==> config.mk <==
export PLATFORM = sky130hd
export DESIGN_NAME = hex_display_scan_flat
export DESIGN_NICKNAME = d
export VERILOG_FILES = /design/src/rtl/hex_display_scan_pkg.sv /design/src/rtl/hex_display_scan_if.sv /design/src/rtl/hex_display_scan_tick_div.sv /design/src/rtl/hex_display_scan.sv /design/src/flat_wrapper.sv
export SDC_FILE = /design/constraint.sdc
export NUM_CORES = 1
export LEC_CHECK = 0
export CORE_ASPECT_RATIO = 0.6
export CORE_UTILIZATION = 58
export CTS_CLUSTER_SIZE = 14
export DETAILED_ROUTE_END_ITERATION = 16
export PLACE_DENSITY = 0.86
export SYNTH_ARGS = -nofsm -noshare
export SYNTH_HDL_FRONTEND = slang
export SYNTH_HIERARCHICAL = 1
export SYNTH_SLANG_ARGS = --single-unit
==> constraint.sdc <==
create_clock -name clk -period 3.4 [get_ports clk]
set_input_delay 0.68 -clock clk [delete_from_list [all_inputs] [get_ports clk]]
set_output_delay 0.68 -clock clk [all_outputs]
set_load 0.03 [all_outputs]
==> src/rtl/hex_display_scan_pkg.sv <==
// Shared types, default parameters and the leading-zero helper for the hex
// display scan path.
//   nibble_t        : one hex digit as presented to the segment decoder
//   DEFAULT_NDIGITS : digits scanned when the parent does not override
//   DEFAULT_DIV     : clock cycles per digit slot when not overridden
//   lz_mask()       : per-digit blank vector for a 32-bit display word
package hexdisp_pkg;

    typedef logic [3:0] nibble_t;

    localparam int DEFAULT_NDIGITS = 8;
    localparam int DEFAULT_DIV     = 50000;

    // Bit i is set when digit i and every digit above it (up to ndig-1) are
    // zero. Digit 0 is never flagged, so a zero word still shows one '0'.
    function automatic logic [7:0] lz_mask(input logic [31:0] word, input int ndig);
        logic [7:0] m;
        logic       zero_above;
        m          = 8'h00;
        zero_above = 1'b1;
        for (int i = 7; i >= 0; i--) begin
            if (i < ndig) begin
                zero_above = zero_above & (word[4*i +: 4] == 4'h0);
                m[i]       = zero_above & (i != 0);
            end else begin
                m[i] = 1'b0;
            end
        end
        return m;
    endfunction

endpackage

==> src/rtl/hex_display_scan_if.sv <==
// Value handshake between the producer of the word to display and the scan
// controller.
//   val_in    : 32-bit word, nibble i in bits [4i+3:4i]
//   val_valid : producer has a word this cycle
//   val_ready : consumer can take a word (transfer on valid && ready)
interface hex_display_scan_if;
    logic [31:0] val_in;
    logic        val_valid;
    logic        val_ready;

    modport master (output val_in, output val_valid, input val_ready);
    modport slave  (input val_in, input val_valid, output val_ready);
endinterface

==> src/rtl/hex_display_scan_tick_div.sv <==
// Free-running prescaler producing a one-cycle tick every DIV clocks.
//   clk  : system clock
//   rst  : synchronous active-high reset (count restarts at 0)
//   tick : high on the last cycle of each DIV-cycle period
module tick_div #(
    parameter int DIV = 4
) (
    input  logic clk,
    input  logic rst,
    output logic tick
);

    localparam int              PC_W    = (DIV > 1) ? $clog2(DIV) : 1;
    localparam logic [PC_W-1:0] PC_LAST = PC_W'(DIV - 1);
    localparam logic [PC_W-1:0] PC_ZERO = PC_W'(0);
    localparam logic [PC_W-1:0] PC_ONE  = PC_W'(1);

    logic [PC_W-1:0] pc_r;

    assign tick = (pc_r == PC_LAST);

    // Count 0..DIV-1, wrapping by explicit compare rather than rollover.
    always_ff @(posedge clk) begin
        if (rst) begin
            pc_r <= PC_ZERO;
        end else if (tick) begin
            pc_r <= PC_ZERO;
        end else begin
            pc_r <= pc_r + PC_ONE;
        end
    end

endmodule

==> src/rtl/hex_display_scan.sv <==
// Time-multiplexed hex display scan controller with a one-deep pending buffer.
//   clk, rst   : system clock, synchronous active-high reset
//   bus        : value handshake (slave side)
//   nibble     : hex digit for the currently selected position
//   blank      : current digit is a leading zero and must be dark
//   dig_sel_n  : one-hot active-low digit enable, all ones during dead cycle
//   frame_done : pulse on the last cycle of each frame
module hex_display_scan
    import hexdisp_pkg::*;
#(
    parameter int NDIGITS  = DEFAULT_NDIGITS,
    parameter int DIV      = DEFAULT_DIV,
    parameter int BLANK_LZ = 1
) (
    input  logic                clk,
    input  logic                rst,
    hex_display_scan_if.slave   bus,
    output nibble_t             nibble,
    output logic                blank,
    output logic [NDIGITS-1:0]  dig_sel_n,
    output logic                frame_done
);

    localparam int              DC_W    = (NDIGITS > 1) ? $clog2(NDIGITS) : 1;
    localparam logic [DC_W-1:0] DC_LAST = DC_W'(NDIGITS - 1);
    localparam logic [DC_W-1:0] DC_ZERO = DC_W'(0);
    localparam logic [DC_W-1:0] DC_ONE  = DC_W'(1);

    logic            tick_s;
    logic            boundary_s;
    logic            xfer_s;
    logic [7:0]      lz_s;
    logic [DC_W-1:0] dc_r;
    logic [31:0]     disp_r;
    logic [31:0]     pend_r;
    logic            pend_full_r;
    // Mirrors "prescaler == 0": set on reset and on the edge after each tick.
    logic            dead_r;

    tick_div #(.DIV(DIV)) u_tick_div (
        .clk  (clk),
        .rst  (rst),
        .tick (tick_s)
    );

    assign boundary_s    = tick_s && (dc_r == DC_LAST);
    assign xfer_s        = bus.val_valid && !pend_full_r;
    assign bus.val_ready = !pend_full_r;
    assign frame_done    = boundary_s;
    assign lz_s          = lz_mask(disp_r, NDIGITS);

    // Digit counter, display/pending buffers and the dead-cycle flag.
    always_ff @(posedge clk) begin
        if (rst) begin
            dc_r        <= DC_ZERO;
            disp_r      <= 32'h0000_0000;
            pend_r      <= 32'h0000_0000;
            pend_full_r <= 1'b0;
            dead_r      <= 1'b1;
        end else begin
            dead_r <= tick_s;
            if (tick_s) begin
                dc_r <= (dc_r == DC_LAST) ? DC_ZERO : (dc_r + DC_ONE);
            end else begin
                dc_r <= dc_r;
            end
            // Drain needs pend_full, accept needs !pend_full: never both.
            if (boundary_s && pend_full_r) begin
                disp_r      <= pend_r;
                pend_full_r <= 1'b0;
            end else if (xfer_s) begin
                pend_r      <= bus.val_in;
                pend_full_r <= 1'b1;
            end else begin
                pend_r      <= pend_r;
                pend_full_r <= pend_full_r;
            end
        end
    end

    // Output decode from registered state only.
    always_comb begin
        nibble    = disp_r[{dc_r, 2'b00} +: 4];
        blank     = (BLANK_LZ != 0) && lz_s[dc_r];
        dig_sel_n = '1;
        if (!dead_r) begin
            dig_sel_n[dc_r] = 1'b0;
        end else begin
            dig_sel_n = '1;
        end
    end

endmodule
==> src/flat_wrapper.sv <==
// flat-port wrapper written by rule: the top's interface ports become plain ports
module hex_display_scan_flat import hexdisp_pkg::*;
#(
    parameter int NDIGITS  = DEFAULT_NDIGITS,
    parameter int DIV      = DEFAULT_DIV,
    parameter int BLANK_LZ = 1
)
  (clk, rst, nibble, blank, dig_sel_n, frame_done, bus_val_in, bus_val_valid, bus_val_ready);
  hex_display_scan_if bus_i ();
  input  logic clk;
  input  logic rst;
  output nibble_t nibble;
  output logic blank;
  output logic [NDIGITS-1:0] dig_sel_n;
  output logic frame_done;
  input wire logic [$bits(bus_i.val_in)-1:0] bus_val_in;
  input wire logic [$bits(bus_i.val_valid)-1:0] bus_val_valid;
  output wire logic [$bits(bus_i.val_ready)-1:0] bus_val_ready;
  assign bus_i.val_in = bus_val_in;
  assign bus_i.val_valid = bus_val_valid;
  assign bus_val_ready = bus_i.val_ready;
  hex_display_scan #(.NDIGITS(NDIGITS), .DIV(DIV), .BLANK_LZ(BLANK_LZ)) u_core (.clk(clk), .rst(rst), .bus(bus_i), .nibble(nibble), .blank(blank), .dig_sel_n(dig_sel_n), .frame_done(frame_done));
endmodule
# Word level (Yosys, flattened, before mapping)
# Index checks and enable logic that the tools add are counted.
# totals
regBits	85
latchBits	0
mem_bits_rw	0
romBits	0
in_bits	35
out_inout_bits	15
elab_cells	42
mem_count	0
# classes
n_addsub	2
multipliers	0
div	0
order_cmp	2
eq_ne	2
shifts	1
mux	6
bitwise	8
n_reduce_logical	15
# op_table
cell	count
$shiftx 32x6->4	1
$logic_not 4->1	7
$add 16x1->16 const B	1
$eq 16x16->1 const B	1
$mux 8	1
$not 8->8	1
$and 1x1->1	6
$logic_and 1x1->1	4
$lt 3x4->1 const B	1
$reduce_or 2->1	2
$add 3x1->3 const B	1
$bmux 1 s3	1
$demux 1 s3	1
$eq 3x3->1 const B	1
$ge 3x1->1 const B	1
$mux 3	1
$mux 1	2
$reduce_and 2->1	1
$logic_not 1->1	1
$not 1->1	1

# Longest topological paths before layout
# depth
word_depth	9
mapped_depth	9
mapped_depth_nobuf	7

# By module
# The synthesis kept the hierarchy.
# modules_own_cells
mod	n_inst	cells_each	area_per_inst_um2	seq_area_each_um2
hex_display_scan	1	348	2829.0	1381.3
tick_div	1	81	710.7	320.3

# Worst setup path before layout
# Ideal clock, no wire load.
# synth_timing
path_kind	register -> output
startpoint	reg u_core.u_tick_div.pc_r[0]
endpoint	out frame_done
arrival_ps	1452
required_time_ps	2720
setup_slack_ps	1268
path_stages_with_launch	6
path_buffers	1
path_cell_list	dfxtp_1 -> ha_1 -> nand4_2 -> and4b_1 -> buf_2 -> and2_1
# synth_between
elab_chain_len	2
# synth_lines
element	line_no	source
start: declaration	hex_display_scan_tick_div.sv:18	logic [PC_W-1:0] pc_r;
start signal: assignment	hex_display_scan_tick_div.sv:29	pc_r <= pc_r + PC_ONE;
$eq 16x16->1	hex_display_scan_tick_div.sv:20	assign tick = (pc_r == PC_LAST);
net u_core.tick_s	hex_display_scan.sv:29	logic tick_s;
$logic_and 1x1->1	hex_display_scan.sv:46	assign boundary_s = tick_s && (dc_r == DC_LAST);
end: declaration	flat_wrapper.sv:15	output logic frame_done;
# The timed path passes the listed nets, and every way through them passes these cells.

# Final worst setup path
# Same ends and word-level chain as after synthesis.

==> impl_metrics.ini <==
[status]
status = finished, final reports clean

[global_routing]
grt_max_degree = 71
grt_antenna_before_repair = 0
grt.overflow.total = 0
grt_pass1_vias = 2699
track_usage_pct = 27.1
grt_pass1_wl_mm = 13.2

[finish]
multi_input_area_sq_um = 1690
fin_nets = 502
fin_util_pct = 73.3
design_area_sq_um = 4200
fill_cells = 453
regArea_sq_um = 1700
num_antenna_cells = 0
area_growth_pct = 18.6
drive_above_1_share_pct = 6.21

[sta]
final_hold_viol_count = 0
tns_ns = 0
setup_violations = 0
fin_hold_ws_ns = 0.453
fmax_ghz = 0.312
worst_slew_pin_slew_ns = 1.12
finClkSkew_ns = 0.0115
final.setup.worst_slack_ns = 0.197
slew_viol_final = 0
rsz0062_at_grt = no
maxSlewHeadroom_pct = 25.1
period_share_pct = 94.2
period_needed_ns = 3.20

[critical_path]
cp_max_fo = 7
cp-end-kind = output port
arrival_ns = 2.52
reg2reg_from = u_core/u_tick_div/pc_r[0]$_SDFF_PP0_
critical_path.top_delay_family = simple AND/OR/NAND/NOR gates
r2r_cells = 7
critPathMaxStageDelay_ns = 0.68
path_class = reg2out
crit_chain = ha_1, nand4_2, and4b_1, and2_1, clkdlybuf4s50_1
startpoint = u_core/u_tick_div/pc_r[0]$_SDFF_PP0_
critPathBufInv = 1
start_kind = flip-flop
path_depth = 5
required_ns = 2.72
slowest_stage = clkdlybuf4s50_1

[logic_synthesis]
synth_top_area_share_pct = 48.1
synth_seq_cells = 85
ys_seq_area_share_pct = 48.1
synth_area_per_cell_sq_um = 8.25
yosysTopAreaCell = dfxtp_1
syn_nets = 467
synth_cells = 429
synth_common_cells = nand2_1, dfxtp_1, a21oi_1
yosys_warnings = 6
synth_flop_cell = dfxtp_1
yosysMostFrequentCell = nand2_1
synth_cell_types = 33
synth-edff-count = 0
ys_async_sr_fraction_pct = 0
syn_area_sq_um = 3540
synthTopCellsByArea = dfxtp_1, nand2_1, a21oi_1

[floorplan]
rows = 21
die-area_sq_um = 6430
ios = 50
coreArea_sq_um = 5730
die_y_microns = 62.5
die_w_microns = 103
initial_core_util_pct = 61.8

[detailed_routing]
drtPass1Iterations = 5
routed-via-count = 3093
routed_wl_mm = 8.17
wl_met3_microns = 882
highest_layer = met4
wirelength_met1_mm = 3.71
viasPerCell = 5.65
wire_per_inst_microns = 14.9
first_iter_violations = 271
drc = 0
drtAntennaViolNets = 0
routed-wl-met2_mm = 3.55

[run]
cap_violations = 0

[clock_network]
cts_max_level = 3
clk_pin_slew_ns = 0.09
cts_hold_buf = 0
ctsLongestPathBuffers = 2
cts_buffers = 9
cts_root_buffer = clkbuf_8
post_cts_buffers = 0
cts_tree = yes
ctsResizeCount = 0
clk_latency_ns = 0.35
cts_sinks = 85

[pwr]
p_leak_uw = 0.00147
power_density_nw_per_um2 = 434
ir_worst_vdd_uv = 251

[hold_path]
min_path_cells = 2
hold_path_class = reg2reg
hp-start = u_core/disp_r[0]$_SDFFE_PP0P_

[placed_design]
postPlaceCellArea_sq_um = 4020
place_ws_ns = 0.506
io_buffers = 49
place_congestion = 0.937
dp_hpwl_mm = 5.59
report_power, final:
part           internal (uW)  switching [uW]
registers               1020            15.7
clock network            332             338
logic                   56.2            59.0
total                   1410             413
final timing paths:
| check | slack [ns] | end |
|---|---|---|
| setup / recovery | 0.20 | frame_done |
| hold / removal | 0.45 | u_core/disp_r[0]$_SDFFE_PP0P_ |
| setup reg to reg | 0.69 | u_core/disp_r[10]$_SDFFE_PP0P_ |
| hold reg to reg | 0.45 | u_core/disp_r[0]$_SDFFE_PP0P_ |
flip-flops by register name, summed over array words and instances, names as in the netlist:
signal	cells
u_core/disp_r	32
u_core/pend_r	32
u_core/u_tick_div/pc_r	16
u_core/dc_r	3
u_core/dead_r	1
u_core/pend_full_r	1
cell usage in the layout, fill, tap and decap left out, types with 2 or more instances in the layout:
master | synthesis | final
nand2_1 | 140 | 140
o21ai_0 | 2 | 2
mux2i_1 | 3 | 3
clkbuf_8 | 0 | 9
nor2_1 | 28 | 28
buf_4 | 0 | 4
mux4_1 | 6 | 6
a21oi_1 | 64 | 64
mux4_2 | 2 | 2
nor4_1 | 10 | 10
nor2b_1 | 5 | 4
nor4bb_1 | 2 | 2
xnor2_1 | 13 | 13
nand3_1 | 10 | 10
clkdlybuf4s50_1 | 0 | 48
mux2_2 | 4 | 4
ha_1 | 3 | 3
nor3_1 | 6 | 6
nand4_1 | 3 | 3
dfxtp_1 | 85 | 84
inv_1 | 3 | 3
metrics by stage:
step / total power (uW) / instances
after floorplan: 1120 / 429
after global placement: 1170 / 533
after detailed placement: 1170 / 533
after CTS: 1830 / 547
after global routing: 1900 / 547
final: 1820 / 547
metal layers:
layer / vias to the layer above / global-route usage [%]
met5: - / 0
met4: 0 / 4.93
met3: 5 / 9.73
met2: 161 / 37.8
met1: 1423 / 40.3
li1: 1504 / -
tightest hold or removal path: cells and delay by family, from the launching register on:
family             cells  cell delay (ns)
DFF                    1             0.31
and+or+nand+nor        1             0.05
AOI/OAI and AO/OA      1             0.05
cell type report:
| class | instances | share of cell area, % |
|---|---|---|
| multi-input cells | 311 | 40.2 |
| well taps | 80 | 2.38 |
| clock buffers | 10 | 3.04 |
| repair buffers | 53 | 12.3 |
| clock inverters | 4 | 1.22 |
| flip-flops and latches | 85 | 40.6 |
| inverters | 4 | 0.358 |
cell families after synthesis:
| group | Yosys count | share of synthesized area, % |
|---|---|---|
| AOI/OAI and AO/OA | 69 | 10.0 |
| adders and majority gates | 3 | 1.06 |
| and+or+nand+nor | 210 | 25.2 |
| xor gates and xnor gates | 14 | 3.46 |
| DFF | 85 | 48.1 |
| muxes | 15 | 7.85 |
| buffers and inverters | 33 | 4.35 |
Power figures use the tool's default switching activity.
